==> src/rtl/lmem_rsp_merge.sv <==
// Regroups per-lane local-memory read responses into one warp-wide response per
// request. Responses are released strictly in slot allocation order.
module lmem_rsp_merge #(
  parameter int NUM_REQS     = 4,
  parameter int WORD_SIZE    = 4,
  parameter int NUM_SLOTS    = 4,
  parameter int TAG_WIDTH    = 16,
  // Clear to drop illegal lane responses silently instead of flagging them.
  parameter bit ASSERT_DROPS = 1'b1,
  localparam int WORD_WIDTH  = 8 * WORD_SIZE,
  localparam int SLOT_W      = (NUM_SLOTS > 2) ? $clog2(NUM_SLOTS) : 1,
  localparam int CNT_W       = $clog2(NUM_SLOTS + 1)
) (
  input  logic                           clk,
  input  logic                           reset,
  input  logic                           alloc_valid,
  input  logic [NUM_REQS-1:0]            alloc_mask,
  input  logic [TAG_WIDTH-1:0]           alloc_tag,
  output logic                           alloc_ready,
  output logic [SLOT_W-1:0]              alloc_slot,
  input  logic [NUM_REQS-1:0]            lane_rsp_valid,
  input  logic [NUM_REQS*SLOT_W-1:0]     lane_rsp_slot,
  input  logic [NUM_REQS*WORD_WIDTH-1:0] lane_rsp_data,
  output logic [NUM_REQS-1:0]            lane_rsp_ready,
  output logic                           rsp_valid,
  output logic [NUM_REQS-1:0]            rsp_mask,
  output logic [NUM_REQS*WORD_WIDTH-1:0] rsp_data,
  output logic [TAG_WIDTH-1:0]           rsp_tag,
  input  logic                           rsp_ready
);

  localparam logic [1:0] ST_FREE = 2'd0;
  localparam logic [1:0] ST_PEND = 2'd1;
  localparam logic [1:0] ST_DONE = 2'd2;

  logic [1:0]            state_q [NUM_SLOTS];
  logic [NUM_REQS-1:0]   pend_q  [NUM_SLOTS];
  logic [NUM_REQS-1:0]   mask_q  [NUM_SLOTS];
  logic [TAG_WIDTH-1:0]  tag_q   [NUM_SLOTS];
  logic [WORD_WIDTH-1:0] data_q  [NUM_SLOTS][NUM_REQS];

  logic [SLOT_W-1:0]     fifo_q  [NUM_SLOTS];
  logic [SLOT_W-1:0]     head_q;
  logic [SLOT_W-1:0]     tail_q;
  logic [CNT_W-1:0]      cnt_q;
  logic                  active_q;

  logic                  any_free;
  logic [SLOT_W-1:0]     free_slot;
  logic                  alloc_fire;
  logic                  rsp_fire;
  logic [SLOT_W-1:0]     head_slot;
  logic [NUM_REQS-1:0]   hit [NUM_SLOTS];
  logic [NUM_REQS-1:0]   lane_hit;
  logic [NUM_REQS-1:0]   drop;

  // Lowest-index free slot, from registered state only.
  always_comb begin
    any_free  = 1'b0;
    free_slot = '0;
    for (int s = NUM_SLOTS - 1; s >= 0; s--) begin
      if (state_q[s] == ST_FREE) begin
        any_free  = 1'b1;
        free_slot = SLOT_W'(s);
      end
    end
  end

  assign alloc_ready    = active_q & any_free;
  assign alloc_slot     = free_slot;
  assign alloc_fire     = alloc_valid & alloc_ready;
  assign lane_rsp_ready = {NUM_REQS{active_q}};

  assign head_slot = fifo_q[head_q];
  assign rsp_valid = (cnt_q != '0) && (state_q[head_slot] == ST_DONE);
  assign rsp_fire  = rsp_valid & rsp_ready;
  assign rsp_mask  = mask_q[head_slot];
  assign rsp_tag   = tag_q[head_slot];

  always_comb begin
    rsp_data = '0;
    for (int i = 0; i < NUM_REQS; i++) begin
      rsp_data[i*WORD_WIDTH +: WORD_WIDTH] = data_q[head_slot][i];
    end
  end

  // A lane response lands only on a pending slot whose lane is still outstanding.
  always_comb begin
    lane_hit = '0;
    drop     = '0;
    for (int s = 0; s < NUM_SLOTS; s++) begin
      hit[s] = '0;
    end
    for (int i = 0; i < NUM_REQS; i++) begin
      for (int s = 0; s < NUM_SLOTS; s++) begin
        if (active_q && lane_rsp_valid[i] &&
            (lane_rsp_slot[i*SLOT_W +: SLOT_W] == SLOT_W'(s)) &&
            (state_q[s] == ST_PEND) && pend_q[s][i]) begin
          hit[s][i]   = 1'b1;
          lane_hit[i] = 1'b1;
        end
      end
      drop[i] = active_q & lane_rsp_valid[i] & ~lane_hit[i];
    end
  end

  always_ff @(posedge clk or negedge reset) begin
    if (!reset) begin
      active_q <= 1'b0;
      head_q   <= '0;
      tail_q   <= '0;
      cnt_q    <= '0;
      for (int s = 0; s < NUM_SLOTS; s++) begin
        state_q[s] <= ST_FREE;
        pend_q[s]  <= '0;
        mask_q[s]  <= '0;
        tag_q[s]   <= '0;
        fifo_q[s]  <= '0;
        for (int i = 0; i < NUM_REQS; i++) begin
          data_q[s][i] <= '0;
        end
      end
    end else begin
      active_q <= 1'b1;
      for (int s = 0; s < NUM_SLOTS; s++) begin
        case (state_q[s])
          ST_FREE: begin
            if (alloc_fire && (alloc_slot == SLOT_W'(s))) begin
              state_q[s] <= (alloc_mask == '0) ? ST_DONE : ST_PEND;
              pend_q[s]  <= alloc_mask;
              mask_q[s]  <= alloc_mask;
              tag_q[s]   <= alloc_tag;
              for (int i = 0; i < NUM_REQS; i++) begin
                data_q[s][i] <= '0;
              end
            end
          end
          ST_PEND: begin
            // DONE one cycle after the last lane lands, keeping the output path registered.
            if (pend_q[s] == '0) begin
              state_q[s] <= ST_DONE;
            end
            pend_q[s] <= pend_q[s] & ~hit[s];
            for (int i = 0; i < NUM_REQS; i++) begin
              if (hit[s][i]) begin
                data_q[s][i] <= lane_rsp_data[i*WORD_WIDTH +: WORD_WIDTH];
              end
            end
          end
          ST_DONE: begin
            if (rsp_fire && (head_slot == SLOT_W'(s))) begin
              state_q[s] <= ST_FREE;
            end
          end
          default: state_q[s] <= ST_FREE;
        endcase
      end

      if (alloc_fire) begin
        fifo_q[tail_q] <= alloc_slot;
        tail_q         <= tail_q + SLOT_W'(1);
      end
      if (rsp_fire) begin
        head_q <= head_q + SLOT_W'(1);
      end
      case ({alloc_fire, rsp_fire})
        2'b10:   cnt_q <= cnt_q + CNT_W'(1);
        2'b01:   cnt_q <= cnt_q - CNT_W'(1);
        default: cnt_q <= cnt_q;
      endcase
    end
  end

  always_ff @(posedge clk) begin
    if (ASSERT_DROPS && reset) begin
      assert (drop == '0)
        else $error("lmem_rsp_merge: dropped lane response, lanes %b", drop);
    end
  end

endmodule

==> config.mk <==
export PLATFORM = sky130hd
export DESIGN_NAME = lmem_rsp_merge
export DESIGN_NICKNAME = d
export VERILOG_FILES = /design/src/rtl/lmem_rsp_merge.sv
export SDC_FILE = /design/constraint.sdc
export NUM_CORES = 2
export LEC_CHECK = 0
export ABC_AREA = 0
export CAP_MARGIN = 0
export CORE_MARGIN = 2
export CORE_UTILIZATION = 56
export CTS_CLUSTER_DIAMETER = 150
export DETAILED_ROUTE_END_ITERATION = 16
export GPL_ROUTABILITY_DRIVEN = 0
export PLACE_DENSITY = 0.79
export SKIP_CTS_REPAIR_TIMING = 1
export SLEW_MARGIN = 20
export SYNTH_ARGS = -nofsm -noshare
export SYNTH_HDL_FRONTEND = slang
export SYNTH_SLANG_ARGS = --single-unit
==> constraint.sdc <==
create_clock -name clk -period 7.1 [get_ports clk]
set_input_delay 2.13 -clock clk [delete_from_list [all_inputs] [get_ports clk]]
set_output_delay 2.13 -clock clk [all_outputs]
set_load 0.02 [all_outputs]
==> key figures <==
Logic synthesis
  – Syn Std Cell Area: 0.0290 mm^2
  – Post-synth EDFFs: 0
  – Synth area leader: dfrtp_1
  – Post-Synthesis Cells: 2963
  – Largest cells by area after synthesis: dfrtp_1 54%, mux4_2 12%, nand2_1 10%, o21ai_0 9.1%, nand3_1 4.6%
  – Mux cell area share after synthesis: 12.1%
  – Yosys cell types: 50
  – Post-synth ARST share: 100%
  – Post-Synth Simple-Gate Area: 15.9%
  – Sequential fraction of the synthesis area: 54.5%
  – Top cell types by occurrence after synthesis: 780 x nand2_1, 632 x dfrtp_1, 526 x o21ai_0
  – FF+latch count, synth: 632
  – Adder-Cell Fraction of Synth Area: 0.284%
  – Xor/xnor cell area share of the yosys netlist: 0.181%
  – Synth Area in Compound Gates: 10.1%
  – Synth Area per Inst: 9.80 um^2
  – Synth Warn #: 0
  – Most frequent cell after synthesis: nand2_1
  – Post-synth top flop: dfrtp_1
  – Synth top area share: 54.5%
  – Syn Nets: 3133
  – Largest family of logic cells by synthesized area: simple AND/OR/NAND/NOR gates

Die
  – Site row count: 83
  – Core area: 0.0513 mm^2
  – IO Count: 320
  – Starting Density: 56.6%
  – Die W: 232 um
  – Die Ht: 232 um
  – Die area: 0.0537 mm^2

Critical path
  – CP endpoint kind: output port
  – Slack of the worst reg-to-reg path: 3.57 ns
  – Crit. path cell count: 4
  – Crit-path cells: mux4_4 -> buf_12 -> mux4_2 -> clkdlybuf4s50_1
  – CP top delay family: multiplexers
  – Reg-to-Reg Start: active_q
  – Critical path peak fanout: 41
  – CP endpoint: rsp_data[67]
  – Register-to-Register Path Depth: 6
  – Bufs and invs on worst path: 2
  – Critical Path AT: 3.72 ns
  – Worst R2R End: data_q[134]
  – Critical path type: reg -> out
  – Critical Path Max Stage Delay: 1.06 ns
  – Required @ worst endpoint: 4.97 ns
  – Worst setup startpoint: head_q[0]
  – CP max-delay cell: mux4_4
  – Critical path startpoint category: flop

STA
  – Count of final setup violators: 0
  – Worst Skew: 0.0221 ns
  – Relative slew slack: 27.0%
  – Tcrit/Tclk final: 82.4%
  – Achievable clock frequency: 171 MHz
  – Tmin final: 5.85 ns
  – Fin Hold WS: 0.477 ns
  – RSZ-0062 raised after global routing: false
  – TNS Setup: 0 ns
  – Final slew viol count: 0
  – Final hold vios: 0
  – Worst-Margin Slew: 1.09 ns
  – Fin worst setup slack: 1.25 ns

Drt
  – DRC: 0
  – Vias/cell: 5.93
  – Routed len/inst: 20.6 um
  – Drt first-iter violations: 1996
  – DRT Pass-1 Iters: 5
  – Post-route antenna net violation count: 0
  – Vias: 23100
  – Total routed wirelength: 80600 um

Layout
  – Fraction of layout cells with a size suffix above 1: 10.3%
  – Fin util: 67.8%
  – Area grow syn2layout: 19.8%
  – Post-layout nets: 3335

Clock tree
  – CTS Sinks: 632
  – Clk Latency, worst-skew pair: 0.61 ns
  – Longest Clk Path Bufs: 3
  – CTS tree: built
  – Cts bufs inserted: 66
  – Clock root cell: clkbuf_16
  – Clk pin slew, worst setup/hold paths: 0.06 ns
  – # H-tree levels: 3

GRT
  – First-pass GRT wire length: 130000 um
  – Grt total ovfl: 0
  – Via count of the first global-routing pass: 24400
  – Largest net degree at the start of global routing: 185
  – Tot GR Track Use: 30.7%
  – Antenna violations before repair: 10

Power
  – Pwr per Cell Area: 484 mW/mm^2
  – Leak Pwr: 0.0151 uW
  – Peak supply drop: 0.320 mV
  – Total Power: 16800 uW

Placed design
  – DP HPWL: 48300 um
  – Number of port buffers: 319
  – Pre-CTS setup slack: 1.84 ns

Min path
  – Worst hold path type: reg -> reg
  – Hold_sp: data_q[352]

Status
  – Status: completed

Run
  – Max-cap violations: 0
## sequential cells by signal (all words and copies together) (netlist names)
| name | cells |
|---|---|
| cnt_q | 3 |
| state_q | 8 |
| mask_q | 16 |
| pend_q | 16 |
| active_q | 1 |
| tail_q | 2 |
| head_q | 2 |
| fifo_q | 8 |
| tag_q | 64 |
| data_q | 512 |
## worst min path at each step
| stage | end | slack, ns | cells past startpoint |
|---|---|---|---|
| 6_report | data_q[352] | 0.48 | 2 |
| 5_1_grt | data_q[281] | 0.50 | 2 |
| 4_1_cts | tag_q[27] | 0.48 | 2 |
| 3_5_place_dp | tag_q[27] | 0.46 | 2 |
| 3_3_place_gp | tag_q[28] | 0.45 | 2 |
| 2_1_floorplan | tag_q[16] | 0.44 | 2 |
## layout make-up
type	count	area [um^2]
clock inverter	23	181
clock buffer	95	1960
inverter	268	1010
fill	3745	16500
sequential	632	15800
antenna	9	22.5
tap	680	851
timing repair buffer	355	3530
multi-input combinational	1842	11400
## metal layers
metal / GRT usage (%) / wire (um) / vias to the layer above
met4: 14.2 / 3080 / 6
li1: - / - / 10300
met2: 49.4 / 39300 / 1147
met3: 5.88 / 6860 / 222
met1: 40.8 / 31300 / 11500
met5: 0 / 42 / -
## stage by stage
step,instances,instance area (um^2)
6_report,3904,34800
5_1_grt,3902,34800
3_3_place_gp,3777,32500
3_5_place_dp,3777,32500
4_1_cts,3895,34700
2_1_floorplan,2963,29000
## worst min-delay path, stage by stage (launching register included)
cell and delay [ns]:
dfrtp_1 0.34, nand2_1 0.05, o21ai_0 0.06
## cells in the final DEF, fill, tap and decap left out, types with 3 or more instances in the layout
master,instances
buf_12,5
a41o_4,6
buf_4,31
clkbuf_8,14
o31a_1,3
inv_1,268
o21ai_0,526
nand2_1,780
nor2_1,15
nor4_1,6
nand2b_1,4
clkinv_2,16
clkbuf_16,69
nand3_1,267
clkdlybuf4s50_1,318
diode_2,9
xor2_1,3
mux2_2,8
xnor2_1,3
mux2i_1,4
mux4_2,148
or4_1,3
nor2b_4,3
clkbuf_1,12
ha_1,5
nor2b_1,6
o31ai_1,3
inv_6,3
or2_2,3
a21oi_4,6
and3_1,4
dfrtp_1,632
## cell families (layout without fill, tap and decap cells)
kind of cell	Yosys count	in the layout
xor+xnor	6	6
fa+ha+maj	6	6
mux	162	162
flops	632	632
simple gates	1104	1104
other cells	1	10
compound gates	563	563
buf+inv	489	741
## report_power, final
group	switching (uW)	leakage (uW)	total, uW	internal [uW]
Sequential	935	0.00792	6010	5080
Clock	1450	0.00107	3450	2000
Combinational	3980	0.00615	7380	3400
Power figures use the tool's default switching activity.
